<file path="config.mk">
export PLATFORM = sky130hd
export DESIGN_NAME = ex_mem_pipe_n
export DESIGN_NICKNAME = d
export VERILOG_FILES = /design/src/rtl/ex_mem_pipe_n.sv
export SDC_FILE = /design/constraint.sdc
export NUM_CORES = 1
export LEC_CHECK = 0
export CAP_MARGIN = 20
export CORE_UTILIZATION = 45
export DETAILED_ROUTE_END_ITERATION = 6
export PLACE_DENSITY = 0.81
export SYNTH_ARGS = -nofsm -noshare
export SYNTH_HDL_FRONTEND = slang
export SYNTH_SLANG_ARGS = --single-unit
</file>
<file path="constraint.sdc">
create_clock -name clk -period 1.5 [get_ports clk]
set_clock_uncertainty 0.15 [all_clocks]
set_input_delay 0.15 -clock clk [delete_from_list [all_inputs] [get_ports clk]]
set_output_delay 0.15 -clock clk [all_outputs]
set_load 0.02 [all_outputs]
</file>
<file path="src/rtl/ex_mem_pipe_n.sv">
// EX->MEM pipeline register for LANES parallel issue lanes: a 2-entry (main + skid) buffer with a registered in_ready.
// Define EX_MEM_PIPE_PERF_EN to add the saturating stall_cnt / flush_cnt performance counters.
module ex_mem_pipe_n #(
  parameter int LANES  = 2,
  parameter int DATA_W = 8,
  parameter int RD_W   = 5,
  parameter int CNT_W  = 16
) (
  input  logic                    clk,
  input  logic                    reset,
  input  logic                    flush,
  input  logic                    in_valid,
  output logic                    in_ready,
  input  logic [LANES-1:0]        in_lane_en,
  input  logic [LANES*DATA_W-1:0] in_result,
  input  logic [LANES*DATA_W-1:0] in_wdata,
  input  logic [LANES*RD_W-1:0]   in_rd,
  input  logic [LANES*4-1:0]      in_ctrl,
  output logic                    out_valid,
  input  logic                    out_ready,
  output logic [LANES-1:0]        out_lane_en,
  output logic [LANES*DATA_W-1:0] out_result,
  output logic [LANES*DATA_W-1:0] out_wdata,
  output logic [LANES*RD_W-1:0]   out_rd,
  output logic [LANES*4-1:0]      out_ctrl
`ifdef EX_MEM_PIPE_PERF_EN
  ,
  output logic [CNT_W-1:0]        stall_cnt,
  output logic [CNT_W-1:0]        flush_cnt
`endif
);

  localparam int DW = LANES * DATA_W;
  localparam int RW = LANES * RD_W;
  localparam int CW = LANES * 4;

  localparam logic [1:0] ST_EMPTY = 2'd0;
  localparam logic [1:0] ST_ONE   = 2'd1;
  localparam logic [1:0] ST_FULL  = 2'd2;

  if (LANES < 1 || LANES > 4 || CNT_W < 1) begin : g_bad_param
    $error("ex_mem_pipe_n: LANES must be 1..4 and CNT_W at least 1");
  end

  logic [1:0]       state_q, state_d;
  logic             in_ready_q, in_ready_d;
  logic [LANES-1:0] main_en_q, main_en_d, skid_en_q, skid_en_d;
  logic [DW-1:0]    main_res_q, main_res_d, skid_res_q, skid_res_d;
  logic [DW-1:0]    main_wd_q, main_wd_d, skid_wd_q, skid_wd_d;
  logic [RW-1:0]    main_rd_q, main_rd_d, skid_rd_q, skid_rd_d;
  logic [CW-1:0]    main_ctrl_q, main_ctrl_d, skid_ctrl_q, skid_ctrl_d;
  logic [CW-1:0]    in_ctrl_gated;
  logic             acc_ok, drn_ok;

  // Disabled lanes must never carry memory or register-write side effects into MEM.
  function automatic logic [CW-1:0] gate_ctrl(input logic [LANES-1:0] en,
                                              input logic [CW-1:0]    ctrl);
    logic [CW-1:0] g;
    g = '0;
    for (int k = 0; k < LANES; k++) begin
      g[k*4 +: 4] = en[k] ? ctrl[k*4 +: 4] : 4'b0000;
    end
    return g;
  endfunction

  assign in_ctrl_gated = gate_ctrl(in_lane_en, in_ctrl);
  assign out_valid     = (state_q != ST_EMPTY);
  assign in_ready      = in_ready_q;

  // Flush swallows any same-cycle accept or drain.
  assign acc_ok = in_valid && in_ready_q && !flush;
  assign drn_ok = out_valid && out_ready && !flush;

  always_comb begin
    state_d     = state_q;
    main_en_d   = main_en_q;
    main_res_d  = main_res_q;
    main_wd_d   = main_wd_q;
    main_rd_d   = main_rd_q;
    main_ctrl_d = main_ctrl_q;
    skid_en_d   = skid_en_q;
    skid_res_d  = skid_res_q;
    skid_wd_d   = skid_wd_q;
    skid_rd_d   = skid_rd_q;
    skid_ctrl_d = skid_ctrl_q;

    case (state_q)
      ST_EMPTY: begin
        if (acc_ok) begin
          main_en_d   = in_lane_en;
          main_res_d  = in_result;
          main_wd_d   = in_wdata;
          main_rd_d   = in_rd;
          main_ctrl_d = in_ctrl_gated;
          state_d     = ST_ONE;
        end
      end
      ST_ONE: begin
        if (acc_ok && !drn_ok) begin
          skid_en_d   = in_lane_en;
          skid_res_d  = in_result;
          skid_wd_d   = in_wdata;
          skid_rd_d   = in_rd;
          skid_ctrl_d = in_ctrl_gated;
          state_d     = ST_FULL;
        end else if (acc_ok && drn_ok) begin
          main_en_d   = in_lane_en;
          main_res_d  = in_result;
          main_wd_d   = in_wdata;
          main_rd_d   = in_rd;
          main_ctrl_d = in_ctrl_gated;
        end else if (drn_ok) begin
          state_d = ST_EMPTY;
        end
      end
      ST_FULL: begin
        if (drn_ok) begin
          main_en_d   = skid_en_q;
          main_res_d  = skid_res_q;
          main_wd_d   = skid_wd_q;
          main_rd_d   = skid_rd_q;
          main_ctrl_d = skid_ctrl_q;
          state_d     = ST_ONE;
        end
      end
      default: state_d = ST_EMPTY;
    endcase

    if (flush) begin
      state_d     = ST_EMPTY;
      main_en_d   = '0;
      main_ctrl_d = '0;
      skid_en_d   = '0;
      skid_ctrl_d = '0;
    end

    in_ready_d = (state_d != ST_FULL);
  end

  always_ff @(posedge clk or negedge reset) begin
    if (!reset) begin
      state_q     <= ST_EMPTY;
      in_ready_q  <= 1'b0;
      main_en_q   <= '0;
      main_res_q  <= '0;
      main_wd_q   <= '0;
      main_rd_q   <= '0;
      main_ctrl_q <= '0;
      skid_en_q   <= '0;
      skid_res_q  <= '0;
      skid_wd_q   <= '0;
      skid_rd_q   <= '0;
      skid_ctrl_q <= '0;
    end else begin
      state_q     <= state_d;
      in_ready_q  <= in_ready_d;
      main_en_q   <= main_en_d;
      main_res_q  <= main_res_d;
      main_wd_q   <= main_wd_d;
      main_rd_q   <= main_rd_d;
      main_ctrl_q <= main_ctrl_d;
      skid_en_q   <= skid_en_d;
      skid_res_q  <= skid_res_d;
      skid_wd_q   <= skid_wd_d;
      skid_rd_q   <= skid_rd_d;
      skid_ctrl_q <= skid_ctrl_d;
    end
  end

  assign out_lane_en = main_en_q;
  assign out_result  = main_res_q;
  assign out_wdata   = main_wd_q;
  assign out_rd      = main_rd_q;
  assign out_ctrl    = main_ctrl_q;

`ifdef EX_MEM_PIPE_PERF_EN
  localparam logic [CNT_W-1:0] CNT_ONE = {{(CNT_W-1){1'b0}}, 1'b1};

  logic [CNT_W-1:0] stall_cnt_q, stall_cnt_d;
  logic [CNT_W-1:0] flush_cnt_q, flush_cnt_d;

  function automatic logic [CNT_W-1:0] sat_inc(input logic [CNT_W-1:0] v, input logic hit);
    return (hit && !(&v)) ? v + CNT_ONE : v;
  endfunction

  assign stall_cnt_d = sat_inc(stall_cnt_q, out_valid && !out_ready);
  assign flush_cnt_d = sat_inc(flush_cnt_q, flush && (state_q != ST_EMPTY));

  always_ff @(posedge clk or negedge reset) begin
    if (!reset) begin
      stall_cnt_q <= '0;
      flush_cnt_q <= '0;
    end else begin
      stall_cnt_q <= stall_cnt_d;
      flush_cnt_q <= flush_cnt_d;
    end
  end

  assign stall_cnt = stall_cnt_q;
  assign flush_cnt = flush_cnt_q;
`else
  // Counters are absent in this build; nothing further to drive.
`endif

endmodule

</file>
==> impl_metrics.csv <==
group,metric,value,unit
status,run_status,"finished, violations left",
status,violations,"negative setup slack",
clocking,cts.clk_slew.worst_paths,100,ps
floorplanning,start_util,46.9,%
cells_and_area,final_cell_mix,"149 x nand2_1, 104 x dfrtp_1, 55 x clkdlybuf4s50_1",
cells_and_area,areaGrowthSynthToFinish,51.9,%
yosys,synthXorXnorAreaFrac,0,%
timing,maxSlewViolCount,0,
timing,finalHoldViolations,0,
critical_path,startpoint_type,"register",
yosys,synth.distinct_cells,26,
cells_and_area,final_common_cell,"nand2_1",
global_routing,grt_max_degree,56,
yosys,synthAdderAreaFrac,0,%
routing,routed_wl,13000,um
yosys,yosysSeqAreaShare,57.9,%
routing,dr.first_iter.drc_count,85,
routing,drc,0,
floorplanning,die_h,103,um
timing,post-route-period-util,113,%
floorplanning,die_area,0.0107,mm2
global_routing,grt_pass1_vias,3835,
clocking,clock_sinks,107,
yosys,syn-cell-area,0.00462,mm2
cells_and_area,nNetsFinal,672,
min_path,min_path_type,"input pin to asynchronous set/reset pin",
critical_path,required,1630,ps
floorplanning,die_w,103,um
critical_path,end_kind,"register",
critical_path,worstPathArrival,1830,ps
placed_design,place_ws,-405,ps
critical_path,crit_type,"register to register",
yosys,synth_edf_count,0,
global_routing,grt_overflow_total,0,
timing,max_freq,589,MHz
yosys,synth-async-reset-ratio,100,%
timing,finalSetupViolCount,107,
placed_design,gp_routability_congestion,0.755,
routing,vias,3970,
floorplanning,core-area,0.00986,mm2
yosys,synth_simple_gate_area_share,19.0,%
yosys,yosys_warnings,0,
clocking,cts_tree,"done",
timing,max_slew_margin,65.8,%
run,maxCapViolations,0,
clocking,h-tree-depth,3,
global_routing,grt_pass1_wl,18400,um
timing,worst_pin_slew,511,ps
timing,finalSetupTns,-15310,ps
critical_path,worstPathMaxFanout,6,
clocking,cts_made_buffers,9,
cells_and_area,drive_above_1_share,25.4,%
pwr,ir_drop,699,uV
routing,wl_per_cell,17.4,um
global_routing,grt_util_all_layers,22.7,%
routing,ant_nets,0,
clocking,cts_buffer_depth,2,
timing,min_period,1700,ps
yosys,synth_top_flop_cell,"dfrtp_1",
placed_design,io_buffers,110,
yosys,synth.ff_latch_count,107,
pwr,leakage,0.00327,uW
timing,rsz0062_at_grt,"yes",
yosys,synth_nets,539,
yosys,avgSynthCellArea,9.59,um2
floorplanning,rows,36,
global_routing,antenna_found_initial,0,
yosys,synth_mux_area_share,9.74,%
pwr,finalPower,7440,uW
clocking,clk_latency,350,ps
routing,via_per_inst,5.29,
clocking,cts_root_buf,"clkbuf_8",
cells_and_area,utilization,71.2,%
cells_and_area,diodes,0,
placed_design,hpwl,7160,um
yosys,synth_cells,482,
floorplanning,io_pins,111,
routing,drt_pre_antenna_iters,5,
yosys,synth-compound-area-share,9.06,%
pwr,power_density,1060,mW/mm2
timing,final.setup.worst_slack,-199,ps
yosys,synth_top_family_by_area,"simple AND/OR/NAND/NOR gates",
[where the power goes]
group | switching [uW] | total [uW] | internal [uW]
Combinational | 1050 | 1930 | 872
Clock | 932 | 1740 | 804
Sequential | 345 | 3780 | 3430
[per-stage QoR]
stage | cells | instance area [um2] | hold slack, ps
finish | 751 | 7020 | 108
global route | 751 | 7020 | 128
CTS | 744 | 6580 | 93.1
detailed placement | 713 | 6040 | -58.5
global placement | 713 | 6040 | -60.9
floorplan | 482 | 4660 | -296
[cells by family after synthesis]
| logic type | after synthesis |
|---|---|
| simple gates | 218 |
| flops | 107 |
| compound gates | 75 |
| mux | 45 |
| buf+inv | 37 |
[state kept, by name, summed over array words and instances (netlist names), 2 cells and up]
signal / flops
skid_rd_q: 10
out_ctrl: 8
state_q: 2
out_result: 16
skid_en_q: 2
out_lane_en: 2
out_wdata: 16
skid_wd_q: 16
out_rd: 10
skid_ctrl_q: 8
skid_res_q: 16
[synth_stat cells (all sizes together), types with 2 or more instances]
library cell,count,area (um2)
nand2,192,721
dfrtp,107,2680
mux2i,45,450
o21ai,42,210
buf,23,144
a21oi,19,95.1
clkbuf,12,45.0
o31ai,10,75.1
and3,9,56.3
nand3,9,45.0
inv,2,7.51
nor2b,2,15.0
[cell type report]
| class | instances | area, um2 |
|---|---|---|
| clock buffer | 12 | 145 |
| clock inverter | 2 | 37.5 |
| fill | 674 | 2840 |
| inverter | 2 | 7.51 |
| multi-input combinational | 338 | 2180 |
| sequential | 107 | 2680 |
| tap | 133 | 166 |
| timing repair buffer | 157 | 1810 |
[path summary, 6_finish.rpt]
path	startpoint	slack [ps]	depth (start not counted)	end
max in group asynchronous	reset	540	3	in_ready
min in group clk	in_rd[6]	200	3	skid_rd_q[6]
worst min-delay path	reset	110	2	out_ctrl[1]
worst min register to register	skid_wd_q[0]	330	2	skid_wd_q[0]
worst max register to register	state_q[1]	-200	6	skid_ctrl_q[2]
worst max-delay path	state_q[1]	-200	6	skid_ctrl_q[2]
[critical path, stage by stage (launching register included)]
cell,delay (ps)
dfrtp_2,450
and3b_2,290
buf_6,110
and3_4,230
buf_8,140
nand3_2,80
a21oi_2,180
[repair_timing]
item / CTS / global route
hold buffers: 1 / 0
pin swaps: 25 / 24
gates resized for setup: 105 / 83
setup buffers: 11 / 0
endpoints found under the hold margin: 107 / 0
gates cloned: 5 / 7
setup endpoints to repair: 158 / 109
[routing by layer]
layer  global-route usage [%]  part of all wire [%]
met1                     28.3                    41
met2                     39.9                    53
met3                     3.49                   4.5
met4                     8.23                   1.9
met5                        0                     0
Note: power is estimated with default switching activity, not from simulation.
==> variant 1, RTL diff (same settings) <==
`skid_res_q` no longer has a reset.
--- a/src/rtl/ex_mem_pipe_n.sv
+++ b/src/rtl/ex_mem_pipe_n.sv
@@ -148,5 +148,4 @@
       main_ctrl_q <= '0;
       skid_en_q   <= '0;
-      skid_res_q  <= '0;
       skid_wd_q   <= '0;
       skid_rd_q   <= '0;
@@ -161,9 +160,12 @@
       main_ctrl_q <= main_ctrl_d;
       skid_en_q   <= skid_en_d;
-      skid_res_q  <= skid_res_d;
       skid_wd_q   <= skid_wd_d;
       skid_rd_q   <= skid_rd_d;
       skid_ctrl_q <= skid_ctrl_d;
     end
+  end
+
+  always_ff @(posedge clk) begin
+    skid_res_q <= skid_res_d;
   end
 
Formal check against the unedited RTL: no difference found for any inputs over 10 cycles, from zero or initial values and one cycle with reset low; that may be too few to reach the edited logic, so the function may still have changed.
==> variant 1 against the unedited design <==
The flow still finishes with violations (setup timing). Synthesized area unchanged. Largest cell class unchanged. Final area down 0.48%. First-iteration DRC count up 53%. Critical path type unchanged. Setup slack worse by 0.0056 ns. Final cell count down 3.5%. Highest routed layer unchanged. Wire length up 2.5%. Power down 2.7%. Largest power group unchanged. Sequential cell count unchanged.
==> variant 1: results (changes against the unedited design) <==
synth_commonest_cells: "nand2_1 (144), dfrtp_1 (91), mux2i_1 (45)"
drive_gt1_share_pct: 25.51  # +0.10 points
switching_share_pct: 32.72  # +1.4 points
crit_fanout: 9  # +3
insertion_delay_ns: 0.37  # +0.02 ns
synthTopCellsByArea: "dfrtp_1 (49%), nand2_1 (12%), edfxtp_1 (10%)"
nets: 644  # -4.2%
wl_per_cell_um: 18.42  # +6.1%
finalWorstSetupSlack_ns: -0.2047  # -0.005552 ns
ir_drop_uv: 647.7  # -7.3%
vias: 3895  # -1.9%
postSynthAreaPerCell_sq_um: 10.73  # +12%
drtIter0Drc: 130  # +53%
setup_violations: 105  # -1.9%
crit_slowest_cell: "dfrtp_1"
grt_max_degree: 41  # -27%
clk_pin_slew_ns: 0.12  # +0.02 ns
syn_nets: 488  # -9.5%
p_comb_share_pct: 25.2  # -0.7 points
status: "finished, violations left"
dpl_cell_area_sq_um: 5957  # -1.3%
rr_worst_depth: 7  # +1
routed_wl_um: 13360  # +2.5%
dp_cells: 678  # -4.9%
gp_congestion: 0.8128  # +7.7%
cpPeakStageDelay_ns: 0.40  # -0.05 ns
relSlewSlack_pct: 75.68  # +9.9 points
violations: "setup timing"
dp_hpwl_um: 7131  # -0.42%
ys_seq_area_share_pct: 59.63  # +1.7 points
-- variant 1: cell types whose count changed in the layout (fill, tap and decap cells not counted), sizes merged, moves of 3 or more --
cell / change
nand2: -48
dfrtp: -16
edfxtp: +16
buf: +11
inv: +8
clkbuf: -3
-- variant 1: layout make-up --
cell class / instances / area share, %
clock inverter: 7 / 0.9488
clock buffer: 9 / 1.772
timing repair buffer: 169 / 27.55
timing repair inverter: 4 / 1.056
inverter: 3 / 0.3938
sequential: 107 / 39.47
multi-input combinational: 293 / 26.42
tap: 133 / 2.381
-- variant 1: kinds of logic after synthesis --
kind of cell	after synthesis	share of synthesized area, %
mux	45	9.740
flops	107	59.63
simple gates	172	15.48
compound gates	75	9.443
buf+inv	32	5.709
-- variant 1: per-layer routing --
layer  GRT usage (%)  vias to the layer above  share of wire [%]  wire length, um
met5               0                        -                  0                0
met4           6.501                        0               0.94              125
met3           4.032                       15                6.0              806
met2           42.38                      155                 52             6883
met1           30.66                     1946                 41             5542
li1                -                     1779                  -                -
-- variant 1: power by group through the flow --
stage / Combinational (W) / Sequential [W] / Clock, W
5_1_grt: 0.00198 / 0.00372 / 0.00189
3_3_place_gp: 0.00166 / 0.00366 / 0
6_report: 0.00182 / 0.00367 / 0.00175
4_1_cts: 0.00168 / 0.00362 / 0.00177
2_1_floorplan: 0.000560 / 0.00394 / 0
3_5_place_dp: 0.00172 / 0.00368 / 0
-- variant 1: stage by stage --
| stage | hold slack, ns | utilization [%] |
|---|---|---|
| final | 0.04607 | 70.85 |
| after global routing | 0.07859 | 70.85 |
| after CTS | 0.04968 | 67.31 |
| after detailed placement | -0.08359 | 60.39 |
| after global placement | -0.09318 | 60.39 |
| after floorplan | -0.2956 | - |
-- variant 1: repair_timing --
action | 4_1_cts | 5_1_grt
hold buffers | 1 | 0
setup buffers | 9 | 0
gates cloned | 14 | 7
resized for setup | 114 | 56
endpoints found under the hold margin | 91 | 0
setup endpoints to repair | 158 | 105
pin swaps | 20 | 6
-- variant 1: how the worst max path moves through the flow --
stage | from | to | slack (ns) | depth (start not counted)
6_report | state_q[1] | skid_wd_q[14] | -0.20 | 7
5_1_grt | state_q[1] | skid_wd_q[14] | -0.27 | 7
4_1_cts | state_q[1] | out_rd[7] | -0.20 | 7
3_5_place_dp | out_ready | skid_ctrl_q[6] | -0.47 | 6
3_3_place_gp | flush | out_result[0] | -0.41 | 5
2_1_floorplan | state_q[1] | skid_res_q[0] | -0.09 | 5
==> variant 2, RTL diff (same settings) <==
Made on the original files. Build with the macro `EX_MEM_PIPE_PERF_EN` defined.
--- a/src/rtl/ex_mem_pipe_n.sv
+++ b/src/rtl/ex_mem_pipe_n.sv
@@ -1,4 +1,6 @@
 // EX->MEM pipeline register for LANES parallel issue lanes: a 2-entry (main + skid) buffer with a registered in_ready.
 // Define EX_MEM_PIPE_PERF_EN to add the saturating stall_cnt / flush_cnt performance counters.
+`define EX_MEM_PIPE_PERF_EN
+
 module ex_mem_pipe_n #(
   parameter int LANES  = 2,
Function (old outputs only; new: flush_cnt and stall_cnt): kept (Yosys induction, for registers that start in step).
==> variant 2 against the unedited design <==
Final area up 58%. Via count grew 48%. Count of clock-buffer cells in the layout increased by 6. Wire length is 71% higher. Largest power group unchanged. Sequential cell count is 32 higher. Setup slack worse by 0.49 ns. Power grew 91%. The run still ends with setup timing left. Synthesized area is 42% higher. Combinational power is 120% higher.
==> variant 2: results (changes against the unedited design) <==
status: "finished, violations left"
violations: "setup timing"
reg2reg_to: "out_rd[3]"
power.total_w: 0.01420  # +91%
postCtsSetupRepairBufs: 29  # +18
arrival_ns: 2.35  # +0.52 ns
synthTopCellsByArea: "dfrtp_1 (53%), mux2_2 (8.6%), nand2_1 (8.6%)"
cts_resized: 332  # +220%
rr_worst_depth: 8  # +2
antenna_found_initial: 0  # unchanged
cts_root_buf: "clkbuf_16"
p_leak_nw: 5.177  # +58%
grt_usage_pct: 27.98  # +5.3 points
grt_pass1_vias: 6134  # +60%
dr.pass1.iters: 4  # -1
grt_max_degree: 43  # -23%
timing.hold.ws_ns: 0.04480  # -0.06293 ns
drtIter0Drc: 310  # +260%
crit_slowest_cell: "dfrtp_1"
ys_seq_area_share_pct: 52.82  # -5.1 points
r2r-start: "state_q[1]"
setup_violations: 140  # +31%
crit_fanout: 7  # +1
wl_met2_um: 11940  # +73%
multi_input_area_sq_um: 4070  # +87%
syn_nets: 672  # +25%
dpl_cell_area_sq_um: 9077  # +50%
routed_wl_um: 22320  # +71%
hold_buffers: 1  # unchanged
ir_drop_uv: 927.9  # +33%
viasPerCell: 5.568  # +5.3%
insertion_delay_ns: 0.44  # +0.09 ns
switching_share_pct: 32.02  # +0.69 points
clk_pin_slew_ns: 0.06  # -0.04 ns
synth_commonest_cells: "nand2_1 (150), dfrtp_1 (139), mux2_2 (50)"
ctsHtreeMaxLevel: 4  # +1
ys_types: 50  # +92%
pg_clk_w: 0.00455  # +160%
nFillCells: 834  # +24%
dp_cells: 979  # +37%
drive_gt1_share_pct: 52.81  # +27 points
dp_hpwl_um: 11830  # +65%
port_buffers: 142  # +29%
grt_pass1_wl_um: 31750  # +72%
top_layer: "met4"
gp_congestion: 0.8413  # +11%
wl_met1_um: 8476  # +60%
cts_buffers: 17  # +8
pg_comb_w: 0.00423  # +120%
stdcell_count: 1053  # +40%
use_met1_pct: 31.98  # +3.6 points
finalWorstSetupSlack_ns: -0.6862  # -0.4871 ns
dr_wl_met3_um: 1362  # +130%
nets: 923  # +37%
worst_slew_pin_slew_ns: 0.5704  # +0.05914 ns
postSynthAreaPerCell_sq_um: 10.81  # +13%
finalSetupTns_ns: -73.50  # -58.20 ns
cpPeakStageDelay_ns: 0.42  # -0.03 ns
met3_usage_pct: 8.948  # +5.5 points
==> variant 2: cell types whose count changed after synthesis, sizes merged, moves of 11 or more <==
| cell | before | now |
|---|---|---|
| nand2b | 1 | 12 |
| mux2i | 45 | 0 |
| a21oi | 19 | 2 |
| nor2 | 1 | 17 |
| nand3 | 9 | 20 |
| xnor2 | 0 | 12 |
| mux2 | 0 | 87 |
| xor2 | 0 | 17 |
| nand2 | 192 | 150 |
| dfrtp | 107 | 139 |
| o21ai | 42 | 16 |
| inv | 2 | 14 |
==> variant 2: how the worst max path moves through the flow <==
stage	startpoint	endpoint	slack [ns]	cells after the start
after floorplan	state_q[1]	out_wdata[0]	-0.50	7
after global routing	state_q[1]	out_rd[3]	-0.73	8
after detailed placement	out_ready	out_lane_en[0]	-0.69	6
after global placement	out_ready	out_wdata[1]	-0.61	6
after CTS	state_q[1]	out_result[10]	-0.65	7
final	state_q[1]	out_rd[3]	-0.69	8
==> variant 2: final cells by class <==
class,count,share of cell area (%)
clock buffer,18,3.949
clock inverter,14,1.733
inverter,14,0.5401
multi-input combinational,423,36.60
sequential,139,31.41
tap,180,2.025
timing repair buffer,265,23.74
==> variant 2: worst max-delay path, delay by kind of cell (launching register included) <==
kind | cells | cell delay (ns)
adders and majority gates | 1 | 0.18
buffers and inverters | 3 | 0.42
and+or+nand+nor | 2 | 0.35
muxes | 1 | 0.35
DFF | 1 | 0.42
AOI/OAI and AO/OA | 1 | 0.18
==> variant 2: kinds of logic after synthesis <==
logic type               after synthesis  synth area share (%)
AND/OR/NAND/NOR                      254                 18.94
flip-flops                           139                 52.82
multiplexers                          87                 14.88
AO/OA/AOI/OAI                         47                 5.244
buffers and inverters                 47                 3.116
XOR/XNOR                              29                 3.857
adder cells (fa/ha/maj)                6                 1.140
